**config.mk**
```make
export PLATFORM = sky130hd
export DESIGN_NAME = mem_responder
export DESIGN_NICKNAME = d
export VERILOG_FILES = /design/src/rtl/mem_pkg.sv /design/src/rtl/mem_responder_ram_array.sv /design/src/rtl/mem_responder.sv
export SDC_FILE = /design/constraint.sdc
export NUM_CORES = 2
export LEC_CHECK = 0
export CORE_MARGIN = 4
export CORE_UTILIZATION = 60
export CTS_BUF_LIST = sky130_fd_sc_hd__clkbuf_4 sky130_fd_sc_hd__clkbuf_8
export DETAILED_ROUTE_END_ITERATION = 10
export PLACE_DENSITY = 0.76
export SLEW_MARGIN = 20
export SYNTH_ARGS = -nofsm -noshare
export SYNTH_HDL_FRONTEND = slang
export SYNTH_SLANG_ARGS = --single-unit
```
**constraint.sdc**
```tcl
create_clock -name clk -period 7.4 [get_ports clk]
set_input_delay 1.48 -clock clk [delete_from_list [all_inputs] [get_ports clk]]
set_output_delay 1.48 -clock clk [all_outputs]
set_load 0.01 [all_outputs]
```
**src/rtl/mem_pkg.sv**
```systemverilog
// Shared definitions for the CPU memory command bus and the responder FSM.
package mem_pkg;

  // mem_cmd encodings, shared with the CPU controller; 2'b11 is illegal
  localparam logic [1:0] MNONE  = 2'b00;
  localparam logic [1:0] MREAD  = 2'b01;
  localparam logic [1:0] MWRITE = 2'b10;

  typedef enum logic [1:0] {
    IDLE = 2'd0,
    WAIT = 2'd1,
    DONE = 2'd2
  } state_e;

  // Default memory-mapped I/O locations (both lie above the RAM)
  localparam logic [8:0] LED_ADDR_DEF = 9'h100;
  localparam logic [8:0] SW_ADDR_DEF  = 9'h140;

endpackage

```
**src/rtl/mem_responder_ram_array.sv**
```systemverilog
// Single-port word RAM: synchronous write, combinational read, no reset.
module ram_array #(
  parameter int DEPTH = 256,
  parameter int DW    = 16,
  parameter int IW    = (DEPTH > 1) ? $clog2(DEPTH) : 1
) (
  input  logic          clk,
  input  logic          we_i,
  input  logic [IW-1:0] addr_i,
  input  logic [DW-1:0] wdata_i,
  output logic [DW-1:0] rdata_o
);

  logic [DW-1:0] mem_q [DEPTH];

  // Store the word when enabled; contents are deliberately left unreset
  always_ff @(posedge clk) begin
    if (we_i) mem_q[addr_i] <= wdata_i;
  end

  assign rdata_o = mem_q[addr_i];

endmodule

```
**src/rtl/mem_responder.sv**
```systemverilog
// Memory responder for the CPU mem_cmd bus: one access at a time with
// WAIT_CYCLES wait states, a one-cycle mem_ready pulse, and an internal RAM.
// Define MEM_MMIO_EN to map the LED register and switch inputs into the
// address space; without it led reads as 0 and sw is ignored.
module mem_responder import mem_pkg::*; #(
  parameter int             AW          = 9,
  parameter int             DW          = 16,
  parameter int             DEPTH       = 256,
  parameter int             WAIT_CYCLES = 1,
  parameter logic [AW-1:0]  LED_ADDR    = AW'(LED_ADDR_DEF),
  parameter logic [AW-1:0]  SW_ADDR     = AW'(SW_ADDR_DEF)
) (
  input  logic          clk,
  input  logic          reset,
  input  logic [1:0]    mem_cmd,
  input  logic [AW-1:0] mem_addr,
  input  logic [DW-1:0] write_data,
  output logic [DW-1:0] read_data,
  output logic          mem_ready,
  output logic          busy,
  input  logic [7:0]    sw,
  output logic [7:0]    led
);

  localparam int          IW      = (DEPTH > 1) ? $clog2(DEPTH) : 1;
  localparam logic [AW:0] DEPTH_L = (AW+1)'(DEPTH);

  state_e        state_q, state_d;
  logic [3:0]    cnt_q, cnt_d;
  logic [1:0]    cmd_q, cmd_d;
  logic [AW-1:0] addr_q, addr_d;
  logic [DW-1:0] wdata_q, wdata_d;
  logic [DW-1:0] rdata_q, rdata_d;
  logic [7:0]    led_q, led_d;

  logic [AW-1:0] acc_addr;
  logic [1:0]    acc_cmd;
  logic          in_range;
  logic          is_led;
  logic          ram_we;
  logic [DW-1:0] ram_rdata;
  logic [DW-1:0] rd_val;

  // While idle the live bus feeds the RAM port so zero-wait reads see the
  // addressed word on the accept edge; afterwards only latched values count.
  assign acc_addr = (state_q == IDLE) ? mem_addr : addr_q;
  assign acc_cmd  = (state_q == IDLE) ? mem_cmd  : cmd_q;
  assign in_range = {1'b0, acc_addr} < DEPTH_L;

`ifdef MEM_MMIO_EN
  assign is_led = (addr_q == LED_ADDR);
`else
  logic unused_sw;
  assign unused_sw = ^sw;
  assign is_led    = 1'b0;
`endif

  // The write lands on the edge leaving DONE; a reset on that edge cancels it
  assign ram_we = (state_q == DONE) && (cmd_q == MWRITE) && in_range && !is_led && !reset;

  ram_array #(.DEPTH(DEPTH), .DW(DW), .IW(IW)) u_ram (
    .clk     (clk),
    .we_i    (ram_we),
    .addr_i  (acc_addr[IW-1:0]),
    .wdata_i (wdata_q),
    .rdata_o (ram_rdata)
  );

  // Read decode: switches win over RAM, anything unmapped reads as zero
  always_comb begin
    rd_val = '0;
`ifdef MEM_MMIO_EN
    if (acc_addr == SW_ADDR) rd_val = {{(DW-8){1'b0}}, sw};
    else
`endif
    if (in_range) rd_val = ram_rdata;
  end

  // Next-state logic: accept in IDLE, count down in WAIT, complete in DONE
  always_comb begin
    state_d = state_q;
    cnt_d   = cnt_q;
    cmd_d   = cmd_q;
    addr_d  = addr_q;
    wdata_d = wdata_q;
    rdata_d = rdata_q;
    led_d   = led_q;
    case (state_q)
      IDLE: begin
        if (mem_cmd == MREAD || mem_cmd == MWRITE) begin
          cmd_d   = mem_cmd;
          addr_d  = mem_addr;
          wdata_d = write_data;
          cnt_d   = 4'(WAIT_CYCLES);
          state_d = (WAIT_CYCLES == 0) ? DONE : WAIT;
        end
      end
      WAIT: begin
        cnt_d = cnt_q - 4'd1;
        if (cnt_q == 4'd1) state_d = DONE;
      end
      DONE: begin
        state_d = IDLE;
        if (cmd_q == MWRITE && is_led) led_d = wdata_q[7:0];
      end
      default: state_d = IDLE;
    endcase
    // Read data is captured on the edge entering DONE so it is valid with mem_ready
    if (state_d == DONE && acc_cmd == MREAD) rdata_d = rd_val;
  end

  // State and datapath registers with synchronous reset
  always_ff @(posedge clk) begin
    if (reset) begin
      state_q <= IDLE;
      cnt_q   <= '0;
      cmd_q   <= MNONE;
      addr_q  <= '0;
      wdata_q <= '0;
      rdata_q <= '0;
      led_q   <= '0;
    end else begin
      state_q <= state_d;
      cnt_q   <= cnt_d;
      cmd_q   <= cmd_d;
      addr_q  <= addr_d;
      wdata_q <= wdata_d;
      rdata_q <= rdata_d;
      led_q   <= led_d;
    end
  end

  assign read_data = rdata_q;
  assign mem_ready = (state_q == DONE);
  assign busy      = (state_q != IDLE);
  assign led       = led_q;

endmodule

```
==> reports/qor.yml <==
clock_tree:
  clk_latency_ns: 1.11
  cts_setup_buffers: 0
  path_clk_slew_ns: 0.06
  post_cts_resize_count: 0
  cts_inserted_buffers: 629
  cts.sinks: 4145
  clk_path_buf_depth: 4
  htreeDepth: 6
  clockRootBuffer: "clkbuf_8"
  cts_hold_buf: 0
  cts_tree: "done"
detailed_routing:
  dr.first_iter.drc_count: 16400
  routed_wl_microns: 421000
  vias: 92900
  top_layer: "met5"
  met2_length_microns: 193000
  wl_per_cell_microns: 32.2
  wl_met3_microns: 62600
  vias_per_cell: 7.10
  wl_met1_microns: 141000
  first_pass_iters: 8
  drc_errors: 0
  ant_nets: 0
critical_path:
  worst_setup_path_end_kind: "flop"
  crit_required_ns: 8.41
  arrival_ns: 6.49
  crit_chain: "clkdlybuf4s50_1 -> nor4_1 -> buf_4 -> a21oi_4 -> buf_4 -> buf_12 -> o22ai_1 -> o21ai_0 -> a41oi_1 -> nor4_1 -> buf_4 -> o22ai_1 -> or4_1 -> a21oi_1"
  cp_top_family: "buffers and inverters"
  critical_path_class: "in -> reg"
  setup.worst_path.start_class: "primary input"
  cp_slowest_cell: "nor4_1"
  critPathMaxStageDelay_ns: 0.72
  path_common_cell: "buf_4"
  cp_max_fo: 100
  cp_num_buf_inv: 5
yosys:
  async_flop_share_pct: 0
  yosysSeqAreaShare_pct: 82.5
  syn-cell-area_sq_um: 150000
  synthTopCellsByArea: "edfxtp_1, o22ai_1, o21ai_0"
  synth-edff-count: 4096
  ys_ff_latch: 4145
  ys.warnings.count: 0
  ys.flop_type: "edfxtp_1"
  yosysTopAreaCell: "edfxtp_1"
  syn_avg_cell_area_sq_um: 17.3
  synth_cells: 8699
  synth_cell_types: 51
  yosysTopAreaCellShare_pct: 81.8
placed_design:
  hpwl_microns: 233000
  io_buffers: 46
  gp_congestion: 0.877
  place_inst: 12000
power_and_ir_drop:
  p_per_area_nw_per_um2: 287
  swShare_pct: 24.4
  ir_drop_mv: 0.242
  combPwrFrac_pct: 9.0
  power_switching_uw: 11800
  p_clk_share_pct: 36.7
  p_int_uw: 36600
  seqPwrFrac_pct: 54.3
  p_leak_uw: 0.0511
die:
  dieArea_sq_um: 259000
  chipHeight_microns: 509
  start_util_pct: 60.4
  coreArea_sq_um: 249000
  die_x_microns: 509
  pin_count: 63
  rows: 183
flow_run:
  drv_cap: 0
layout:
  syn2layout_area_growth_pct: 12.3
  layout-drive-gt1-share_pct: 15.9
  nets: 9313
  finalNonFillerCells: 13100
  fillers: 15200
  multi_input_area_sq_um: 23600
  seq_area_sq_um: 124000
timing:
  finalSetupViolCount: 0
  fin_crit_ns: 5.48
  hold_viol_final: 0
  finalSetupTns_ns: 0
  max_clock_freq_mhz: 182
  fin_worst_skew_ns: 0.106
  relSlewSlack_pct: 1.14
  worst_slew_pin_slew_ns: 1.48
  rsz0062_at_grt: "false"
  maxSlewViolCount: 0
  fin_crit_sh_pct: 74.1
grt:
  antenna_found_initial: 29
  grt_pass1_vias: 89800
  grt_max_degree: 197
  track_usage_pct: 31.8
  grt_pass1_wl_microns: 600000
  grt.overflow.total: 0
hold_path:
  hold_path_class: "reg -> reg"
outcome:
  status: "complete, no violations"
## power by group through the flow
stage / combinational, uW / sequential (uW) / clock [uW]
after floorplan: 2220 / 27000 / 0
after global placement: 4070 / 26800 / 0
after detailed placement: 4180 / 26800 / 0
after CTS: 4200 / 26300 / 17800
after global routing: 4500 / 26300 / 19000
final: 4330 / 26300 / 17800
## per-layer routing
metal  GRT usage [%]  up-vias
met5               0        -
met4            16.2       12
met3            9.42     1330
met2            48.4     7990
met1            42.2    45800
li1                -    37800
## Yosys cell counts, types with 5 or more instances
cell	n
nand2b_1	9
nand4_1	13
a22o_1	64
buf_4	26
o21a_1	8
edfxtp_1	4096
nand3b_1	5
nor4_1	12
nor3_1	6
nand2_1	92
buf_2	399
clkbuf_1	205
a221oi_1	64
inv_1	7
o21ai_0	908
buf_1	21
o21ai_1	92
nor2_1	278
dfxtp_1	49
or4_1	8
a21oi_1	38
o41ai_1	35
nand3_1	26
o22ai_1	1955
a41oi_1	243
## final timing paths
check	cells after the start	start	slack, ns	endpoint
max reg2reg	14	state_q[1]	2.07	read_data[6]
max	14	mem_addr[0]	1.92	read_data[6]
min reg2reg	2	cmd_q[1]	0.50	cmd_q[1]
min	2	cmd_q[1]	0.50	cmd_q[1]
## tightest hold or removal path: stages (launching register included)
cell and delay (ns):
dfxtp_1 0.33, nand2_1 0.06, a21oi_1 0.06
## sequential cells by signal, indices dropped and copies added, names as in the netlist
register and cells:
addr_q 9, wdata_q 16, state_q 2, cnt_q 4
read_data 16, cmd_q 2, u_ram.mem_q 4096
## final cells by class
cell class / instances / area share (%)
clock buffer: 873 / 6.29
antenna: 31 / 0.0460
tap: 3330 / 2.47
multi-input combinational: 3902 / 14.0
sequential: 4145 / 73.5
clock inverter: 211 / 0.608
inverter: 8 / 0.0193
timing repair buffer: 588 / 3.14
## cell usage in the layout (no fill, tap or decap), types with 89 or more instances in the layout
cell / netlist / routed
o21ai_1: 92 / 89
clkbuf_4: 0 / 224
nor2_1: 278 / 274
nand2_1: 92 / 92
buf_4: 26 / 479
edfxtp_1: 4096 / 4096
o21ai_0: 908 / 907
clkbuf_8: 0 / 649
a41oi_1: 243 / 242
o22ai_1: 1955 / 1955
clkinv_1: 0 / 141
## through the flow
stage | util [%] | total power [uW] | area (sq um) | worst slack, ns | hold slack [ns]
final | 67.8 | 48400 | 169000 | 1.92 | 0.496
after CTS | 67.8 | 48300 | 169000 | 2.06 | 0.488
after floorplan | - | 29300 | 150000 | 3.15 | 0.445
after detailed placement | 63.1 | 30900 | 157000 | 0.924 | 0.479
after global routing | 67.8 | 49800 | 169000 | 1.99 | 0.533
after global placement | 63.1 | 30800 | 157000 | 0.999 | 0.460
## logic make-up (layout without fill, tap and decap cells)
family	Yosys count	in the layout	share of synthesized area (%)
AND/OR/NAND/NOR	463	463	1.31
other	1	39	0.00249
XOR/XNOR	1	1	0.00583
adder cells (fa/ha/maj)	2	2	0.0166
AO/OA/AOI/OAI	3423	3423	14.1
flip-flops	4145	4145	82.5
multiplexers	5	5	0.0433
buffers and inverters	659	1680	2.04
No activity file was read; power rests on OpenSTA's default activity.
